`src/rtl/exec_ctrl.sv`:
```
// exec_ctrl: 4-cycle fetch/decode/exec/writeback controller driving an external ALU.
// Ports: clk, reset (sync, active-high), run; mem_addr/mem_rdata (sync instruction memory);
// R1/R2/opcode/cin to the ALU, aluOut/flags from it; pc, psr, wb_en/wb_addr/wb_data, halted.
module exec_ctrl #(
  parameter logic [15:0] RESET_PC = 16'h0000
) (
  input  logic        clk,
  input  logic        reset,
  input  logic        run,
  output logic [15:0] mem_addr,
  input  logic [15:0] mem_rdata,
  output logic [15:0] R1,
  output logic [15:0] R2,
  output logic [7:0]  opcode,
  output logic        cin,
  input  logic [15:0] aluOut,
  input  logic [4:0]  flags,
  output logic [15:0] pc,
  output logic [4:0]  psr,
  output logic        wb_en,
  output logic [3:0]  wb_addr,
  output logic [15:0] wb_data,
  output logic        halted
);
  typedef enum logic [2:0] {FETCH, DECODE, EXEC, WB, HALT} state_t;
  // Bit k set: nibble k is a valid register/immediate ALU operation.
  localparam logic [15:0] ALU_SET = 16'h6EEE;
  // Bit k set: immediate form with op k sign-extends its immediate.
  localparam logic [15:0] SEXT_SET = 16'h4EA0;
  state_t state, next;
  logic [15:0] regs [16];
  logic [15:0] ir, result, r1_q, r2_q, r1_c;
  logic [4:0]  flg;
  logic [3:0]  op, rd, ext, rs, kind;
  logic [7:0]  imm, op_c;
  logic        alu_std, sh_reg, lshi, ashui, valid, do_wb, do_psr;
  assign op   = ir[15:12];
  assign rd   = ir[11:8];
  assign ext  = ir[7:4];
  assign rs   = ir[3:0];
  assign imm  = ir[7:0];
  assign kind = (op == 4'h0) ? ext : op;
  always_comb begin
    alu_std = (op != 4'h8) && ALU_SET[kind];
    sh_reg  = (op == 4'h8) && (ext == 4'h4 || ext == 4'hF);
    lshi    = (op == 4'h8) && (ext[3:1] == 3'b000);
    ashui   = (op == 4'h8) && (ext[3:1] == 3'b001);
    valid   = alu_std || sh_reg || lshi || ashui;
    do_wb   = valid && !(alu_std && kind == 4'hB);
    do_psr  = valid && !(alu_std && kind == 4'hD);
    op_c    = sh_reg ? ir[15:8] : lshi ? 8'h88 : ashui ? 8'h8F : alu_std ? {4'h0, kind} : 8'h00;
    r1_c    = (op == 4'h0 || sh_reg) ? regs[rs] :
              lshi  ? (ext[0] ? -{12'b0, rs} : {12'b0, rs}) :
              ashui ? {12'b0, rs} :
              SEXT_SET[op] ? {{8{imm[7]}}, imm} : {8'h00, imm};
    next    = state == FETCH  ? (run ? DECODE : FETCH) :
              state == DECODE ? (mem_rdata[15:12] == 4'hF ? HALT : EXEC) :
              state == EXEC   ? WB :
              state == WB     ? FETCH : HALT;
  end
  always_ff @(posedge clk) begin
    if (reset) begin
      state  <= FETCH;
      pc     <= RESET_PC;
      ir     <= '0;
      result <= '0;
      r1_q   <= '0;
      r2_q   <= '0;
      psr    <= '0;
      flg    <= '0;
      for (int i = 0; i < 16; i++) regs[i] <= '0;
    end else begin
      state <= next;
      if (state == DECODE) ir <= mem_rdata;
      if (state == EXEC) begin
        result <= aluOut;
        flg    <= flags;
        r1_q   <= r1_c;
        r2_q   <= regs[rd];
      end
      if (state == WB) begin
        if (do_wb) regs[rd] <= result;
        if (do_psr) psr <= flg;
        pc <= pc + 16'd1;
      end
    end
  end
  assign mem_addr = pc;
  assign R1       = (state == EXEC) ? r1_c : r1_q;
  assign R2       = (state == EXEC) ? regs[rd] : r2_q;
  assign opcode   = (state == EXEC) ? op_c : 8'h00;
  assign cin      = psr[0];
  assign wb_en    = (state == WB) && do_wb;
  assign wb_addr  = rd;
  assign wb_data  = result;
  assign halted   = (state == HALT);
endmodule
```
`config.mk`:
```
export PLATFORM = sky130hd
export DESIGN_NAME = exec_ctrl
export DESIGN_NICKNAME = d
export VERILOG_FILES = /design/src/rtl/exec_ctrl.sv
export SDC_FILE = /design/constraint.sdc
export NUM_CORES = 1
export LEC_CHECK = 0
export CORE_MARGIN = 2
export CORE_UTILIZATION = 50
export CTS_BUF_LIST = sky130_fd_sc_hd__clkbuf_2
export DETAILED_ROUTE_END_ITERATION = 8
export PLACE_DENSITY = 0.7
export SYNTH_ARGS = -nofsm -noshare
export SYNTH_HDL_FRONTEND = slang
export SYNTH_SLANG_ARGS = --single-unit
```
`constraint.sdc`:
```
create_clock -name clk -period 5.3 [get_ports clk]
set_clock_uncertainty 0.1 [all_clocks]
set_input_delay 1.06 -clock clk [delete_from_list [all_inputs] [get_ports clk]]
set_output_delay 1.06 -clock clk [all_outputs]
set_load 0.1 [all_outputs]
```
==> key figures, run 1 <==
Global routing
  – Initial antenna violation count: 1
  – First-pass GRT wire length: 86500 um
  – Overall Global Routing Usage: 0.300
  – Vias in the first global route: 14242
  – GRT overflow: 0
  – Largest net degree at the start of global routing: 81

Timing
  – Part of the cycle the worst path needs: 0.954
  – RSZ-0062 raised after global routing: no
  – Minimum clock period: 5.06 ns
  – Slew Limit Fails: 0
  – Fin Setup TNS: 0 ns
  – Worst-margin pin slew: 1.17 ns
  – Fin. Hold Viols: 0
  – Slew HR: 0.217
  – Max frequency: 198 MHz
  – Setup violations, final: 0

Clock network
  – Clk pin slew, worst setup/hold paths: 0.12 ns
  – Post-cts repair resize count: 0
  – Root buffer cell: clkbuf_2
  – CTS buffer count: 90
  – Clock tree buffer depth: 3
  – Hold Buf Count CTS: 0
  – Level count of the clock H-tree: 3
  – TritonCTS Sinks: 358
  – Clock Latency Late Sink: 1.04 ns
  – Setup bufs post-CTS: 0
  – CTS tree: built

Floorplan
  – Row count: 71
  – Core Area: 37300 um^2
  – Die W: 198 um
  – Initial Util: 0.504
  – Die Y: 198 um
  – I/O pin count: 140
  – Die area: 39200 um^2

Status
  – Status: finished, violations left
  – Failing checks: DRC

Finish
  – FILL cells: 3133
  – Share of layout cells above drive strength 1: 0.308
  – Syn-to-layout area delta: 13.7%
  – Post-Route Utilization: 0.573
  – Nets: 1686
  – Final instance area: 21400 um^2
  – Final std cells w/o fill: 2193

Synthesis
  – Synthesized area: 18800 um^2
  – Ys flop type: edfxtp_1
  – Ys async rst share: 0
  – Sequential fraction of the synthesis area: 0.517
  – Cell variety after synth: 62
  – Seq cells post-synth: 358
  – Number of synthesized flops with an enable pin: 256
  – Warning count from the yosys run: 0
  – Syn Area/Cell: 12.2 um^2
  – Synth Instances: 1544

Worst setup path
  – CP arrival: 3.90 ns
  – Worst Path Class, Setup: flip-flop to primary output
  – Slowest stage delay, CP: 0.72 ns
  – Crit path max-delay family: simple AND/OR/NAND/NOR gates
  – Crit-path slowest cell: or4_1
  – CP max FO: 15
  – Endpoint type of the worst setup path: primary output
  – Worst path required time: 4.14 ns
  – Count of buffer and inverter cells on the critical path: 1
  – CP Launch Type: flip-flop
  – Crit path cell chain: a21boi_0 -> or4_1 -> a21oi_4 -> nand3_1 -> and2_1 -> buf_4

Power
  – Worst VDD drop: 0.000147 V
  – Pleak: 6.84 nW
  – Overall Power: 6.23 mW
  – Pwr per Cell Area: 291 nW/um^2

Routing
  – Final wirelength: 57900 um
  – Via count: 14206
  – Drt initial violations: 1422
  – DRC viols: 1
  – Antenna-violating nets left: 0
  – WL/cell: 26.4 um
  – Via density: 6.48
  – First-pass DRT Iterations: 9

Placed design
  – Placer Congestion: 0.884
  – DP Area: 20500 um^2
  – Post-detail-place hpwl: 35800 um
  – Buffers on Ports: 136
  – Placed cells: 2023

Worst hold path
  – Worst Hold Class: flip-flop to flip-flop

Job
  – Maxcap violations: 0
worst register-to-register path: stages (launching register included):
cell and delay, ns:
dfxtp_1 0.51, or4b_4 0.53, o211a_1 0.23, a211oi_1 0.34, or3_4 0.73, buf_4 0.94
nor3_1 0.21
cells in the final DEF (no fill, tap or decap), drive strengths merged, types with 19 or more instances in the layout:
| cell | count |
|---|---|
| nand3 | 28 |
| edfxtp | 256 |
| clkdlybuf4s50 | 98 |
| nand2 | 245 |
| inv | 19 |
| o21ai | 36 |
| dfxtp | 102 |
| mux2 | 32 |
| a22oi | 27 |
| mux4 | 129 |
| clkinv | 20 |
| nor3 | 272 |
| clkbuf | 143 |
| buf | 70 |
| nor2 | 41 |
| a21oi | 51 |
flip-flops by register name (all words and copies together) (netlist names), named ones only:
name	count
regs	256
ir	16
mem_addr	16
r1_q	16
r2_q	16
wb_data	16
flg	5
psr	5
state	3
routing by layer:
metal | track usage | wire length (um) | part of all wire
met4 | 0.153 | 2520 | 0.043
met3 | 0.0766 | 6530 | 0.11
met5 | 0 | 0 | 0
met2 | 0.476 | 27100 | 0.47
met1 | 0.384 | 21700 | 0.38
final cells by class:
type,instances,area (um^2),area share
Tap cell,474,593,0.0277
Timing Repair Buffer,168,1760,0.0821
Inverter,17,63.8,0.00298
Antenna cell,1,2.50,0.000117
Multi-Input combinational cell,1006,8350,0.390
Clock buffer,143,716,0.0335
Sequential cell,358,9740,0.455
Clock inverter,26,166,0.00778
where the power goes:
| part | switching, mW | leakage [nW] | internal [mW] |
|---|---|---|---|
| combinational | 0.679 | 2.69 | 0.344 |
| sequential | 0.109 | 3.47 | 3.09 |
| clock | 1.19 | 0.672 | 0.814 |
| total | 1.98 | 6.84 | 4.25 |
synthesized netlist by cell type (all sizes together), types with 3 or more instances:
library cell | count | share of area
a31oi | 17 | 0.0057
nor3 | 272 | 0.099
nor3b | 4 | 0.0016
ha | 5 | 0.0033
mux4 | 129 | 0.15
a221o | 9 | 0.0048
nand2 | 245 | 0.049
edfxtp | 256 | 0.41
mux2i | 12 | 0.0064
mux2 | 32 | 0.019
nor4b | 5 | 0.0027
o21ai | 36 | 0.0098
nor2 | 41 | 0.0082
a21oi | 51 | 0.014
nand4 | 5 | 0.0017
inv | 17 | 0.0034
dfxtp | 102 | 0.11
xnor2 | 10 | 0.0047
buf | 74 | 0.027
or3 | 6 | 0.0020
a22oi | 27 | 0.011
and3 | 5 | 0.0017
nand3 | 28 | 0.0075
nor4 | 5 | 0.0017
o21a | 3 | 0.0012
nor2b | 11 | 0.0037
or3b | 3 | 0.0014
and2 | 6 | 0.0020
o211a | 5 | 0.0027
clkbuf | 91 | 0.018
kinds of logic (layout without fill, tap and decap cells):
group                      count (synthesis)  in the layout  synth area share
and+or+nand+nor                          647            647             0.187
DFF                                      358            358             0.517
buffers and inverters                    182            354            0.0481
muxes                                    173            173             0.180
AOI/OAI and AO/OA                        166            166            0.0582
xor gates and xnor gates                  12             12           0.00559
adders and majority gates                  5              5           0.00333
other                                      1              4          0.000199
final timing paths:
path                                                  to  slack (ns)                start  cells past startpoint
worst min register to register       psr[4]$_SDFFE_PP0P_        0.36  flg[4]$_SDFFE_PP0P_                      2
worst max register to register  regs[8][4]$_SDFFCE_PN0P_        1.40   ir[6]$_SDFFE_PP0P_                      6
worst min-delay path                 psr[4]$_SDFFE_PP0P_        0.36  flg[4]$_SDFFE_PP0P_                      2
worst max-delay path                               R1[6]        0.24   ir[7]$_SDFFE_PP0P_                      6
through the flow:
stage | setup WS [ns] | hold slack [ns]
after floorplan | 0.335 | 0.332
after global placement | 1.35 | 0.341
after detailed placement | 1.31 | 0.350
after CTS | 0.233 | 0.359
after global routing | 0.0389 | 0.375
final | 0.242 | 0.360
Note: power is estimated with default switching activity, not from simulation.
==> run 2: changes to the inputs <==
--- a/config.mk
+++ b/config.mk
@@ -9,6 +9,7 @@
 export CORE_UTILIZATION = 50
 export CTS_BUF_LIST = sky130_fd_sc_hd__clkbuf_2
 export DETAILED_ROUTE_END_ITERATION = 8
+export MAX_ROUTING_LAYER = met4
 export PLACE_DENSITY = 0.7
 export SYNTH_ARGS = -nofsm -noshare
 export SYNTH_HDL_FRONTEND = slang
==> key figures, run 2 (same netlist as run 1, synthesis figures left out) <==
Status
  – Status: finished, final reports clean

Floorplan
  – Initial Util: 0.504 (unchanged)
  – Die W: 198 um (unchanged)
  – Die area: 39200 um^2 (unchanged)
  – I/O pin count: 140 (unchanged)
  – Row count: 71 (unchanged)
  – Die Y: 198 um (unchanged)
  – Core Area: 37300 um^2 (unchanged)

Placed design
  – Buffers on Ports: 136 (unchanged)
  – Post-detail-place hpwl: 36200 um (+1.3%)
  – Placed cells: 2026 (+0.15%)
  – Placer Congestion: 0.930 (+5.3%)

Timing
  – RSZ-0062 raised after global routing: no
  – Slew HR: 0.188 (-0.0288)
  – Fin Setup TNS: 0 ns (unchanged)
  – Worst-margin pin slew: 1.22 ns (+0.0432 ns)
  – Setup violations, final: 0 (unchanged)
  – Minimum clock period: 5.13 ns (+0.0690 ns)
  – Part of the cycle the worst path needs: 0.967 (+0.0130)
  – Slew Limit Fails: 0 (unchanged)
  – Max frequency: 195 MHz (-1.3%)
  – Fin. Hold Viols: 0 (unchanged)

Global routing
  – GRT overflow: 0 (unchanged)
  – First-pass GRT wire length: 85600 um (-0.98%)
  – Initial antenna violation count: 1 (unchanged)
  – Overall Global Routing Usage: 0.306 (+0.00584)
  – Largest net degree at the start of global routing: 82 (+1.2%)
  – Vias in the first global route: 14088 (-1.1%)

Finish
  – Share of layout cells above drive strength 1: 0.309 (+0.00157)
  – Most flops, register: regs
  – FILL cells: 3108 (-0.80%)
  – Commonest non-fill, non-tap cell in the layout: edfxtp_1
  – Final std cells w/o fill: 2194 (+0.046%)
  – Largest register FFs: 256 (unchanged)
  – Syn-to-layout area delta: 13.8%
  – Nets: 1691 (+0.30%)
  – Most frequent cells in the layout: 256 x edfxtp_1, 242 x nand2_1, 171 x nor3_1, 144 x clkbuf_2, 129 x mux4_2

Routing
  – WL/cell: 26.3 um (-0.31%)
  – Final wirelength: 57700 um (-0.26%)
  – Via density: 6.53 (+0.74%)
  – Antenna-violating nets left: 0 (unchanged)
  – Drt initial violations: 1773 (+25%)
  – First-pass DRT Iterations: 8 (-1)
  – DRC viols: 0 (-1)
  – Via count: 14317 (+0.78%)

Worst setup path
  – Endpoint type of the worst setup path: primary output
  – CP max FO: 16 (+1)
  – Worst path required time: 4.14 ns (about the same)
  – CP arrival: 3.97 ns (+0.07 ns)
  – CP Launch Type: flip-flop
  – Worst Path Class, Setup: flip-flop to primary output
  – Reg2Reg Depth: 9 (+3)

Worst hold path
  – Hold depth: 2 (unchanged)
  – Worst Hold Class: flip-flop to flip-flop

Clock network
  – Clk pin slew, worst setup/hold paths: 0.10 ns (-0.02 ns)
  – Setup bufs post-CTS: 0 (unchanged)
  – Level count of the clock H-tree: 3 (unchanged)
  – CTS tree: built
  – Hold Buf Count CTS: 0 (unchanged)
  – Clock tree buffer depth: 3 (unchanged)
  – CTS buffer count: 92 (+2.2%)
  – Clock Latency Late Sink: 1.01 ns (-0.03 ns)
  – Root buffer cell: clkbuf_2
  – Post-cts repair resize count: 0 (unchanged)
  – TritonCTS Sinks: 358 (unchanged)

Power
  – Pwr per Cell Area: 292 nW/um^2 (+0.22%)
  – Worst VDD drop: 0.000152 V (+3.1%)
  – Pleak: 6.86 nW (+0.33%)

Job
  – Maxcap violations: 0 (unchanged)
## run 2: cell count changes in the layout (fill, tap and decap cells not counted), moves of 2 or more
cell / previous run / this run
o21ai_4: 7 / 5
o21ai_2: 10 / 12
buf_4: 50 / 53
clkinv_1: 16 / 14
## run 2: worst max-delay path, cell delays in order (launching register included)
cell     delay (ns)
dfxtp_1        0.83
nor2b_2        0.97
a22oi_1        0.17
nand2_1        0.25
a21oi_1        0.13
nor2_1         0.23
buf_4          0.33
## run 2: stage by stage
| stage | hold WS, ns | utilization | worst slack (ns) | total power, mW | instance area (um^2) |
|---|---|---|---|---|---|
| finish | 0.344 | 0.574 | 0.173 | 6.25 | 21400 |
| global route | 0.393 | 0.574 | 0.0962 | 6.46 | 21400 |
| CTS | 0.360 | 0.574 | 0.255 | 6.27 | 21400 |
| detailed placement | 0.352 | 0.550 | 1.35 | 4.27 | 20500 |
| global placement | 0.341 | 0.550 | 1.40 | 4.25 | 20500 |
| floorplan | 0.332 | - | 0.335 | 3.92 | 18800 |
## run 2: final timing paths
| path | startpoint | to | slack [ns] |
|---|---|---|---|
| worst min register to register | flg[2]$_SDFFE_PP0P_ | psr[2]$_SDFFE_PP0P_ | 0.34 |
| worst max-delay path | flip-flop | R1[12] | 0.17 |
| worst max register to register | ir[4]$_SDFFE_PP0P_ | regs[10][6]$_SDFFCE_PN0P_ | 1.31 |
| worst min-delay path | flg[2]$_SDFFE_PP0P_ | psr[2]$_SDFFE_PP0P_ | 0.34 |
## run 2: power breakdown
group	switching [mW]	internal, mW
combinational	0.672	0.345
sequential	0.114	3.09
clock	1.17	0.863
## run 2: cell type report
type | count | area (um^2) | share of cell area
multi-input combinational | 1006 | 8330 | 0.389
inverter | 17 | 63.8 | 0.00298
timing repair buffer | 171 | 1780 | 0.0831
clock buffer | 144 | 721 | 0.0337
antenna | 1 | 2.50 | 0.000117
tap | 474 | 593 | 0.0277
sequential | 358 | 9740 | 0.455
clock inverter | 23 | 178 | 0.00830
## run 2: layer usage
layer  GRT usage  share of wire
met1       0.390           0.38
met2       0.484           0.48
met3      0.0547           0.10
met4       0.133          0.038
met5           -              0
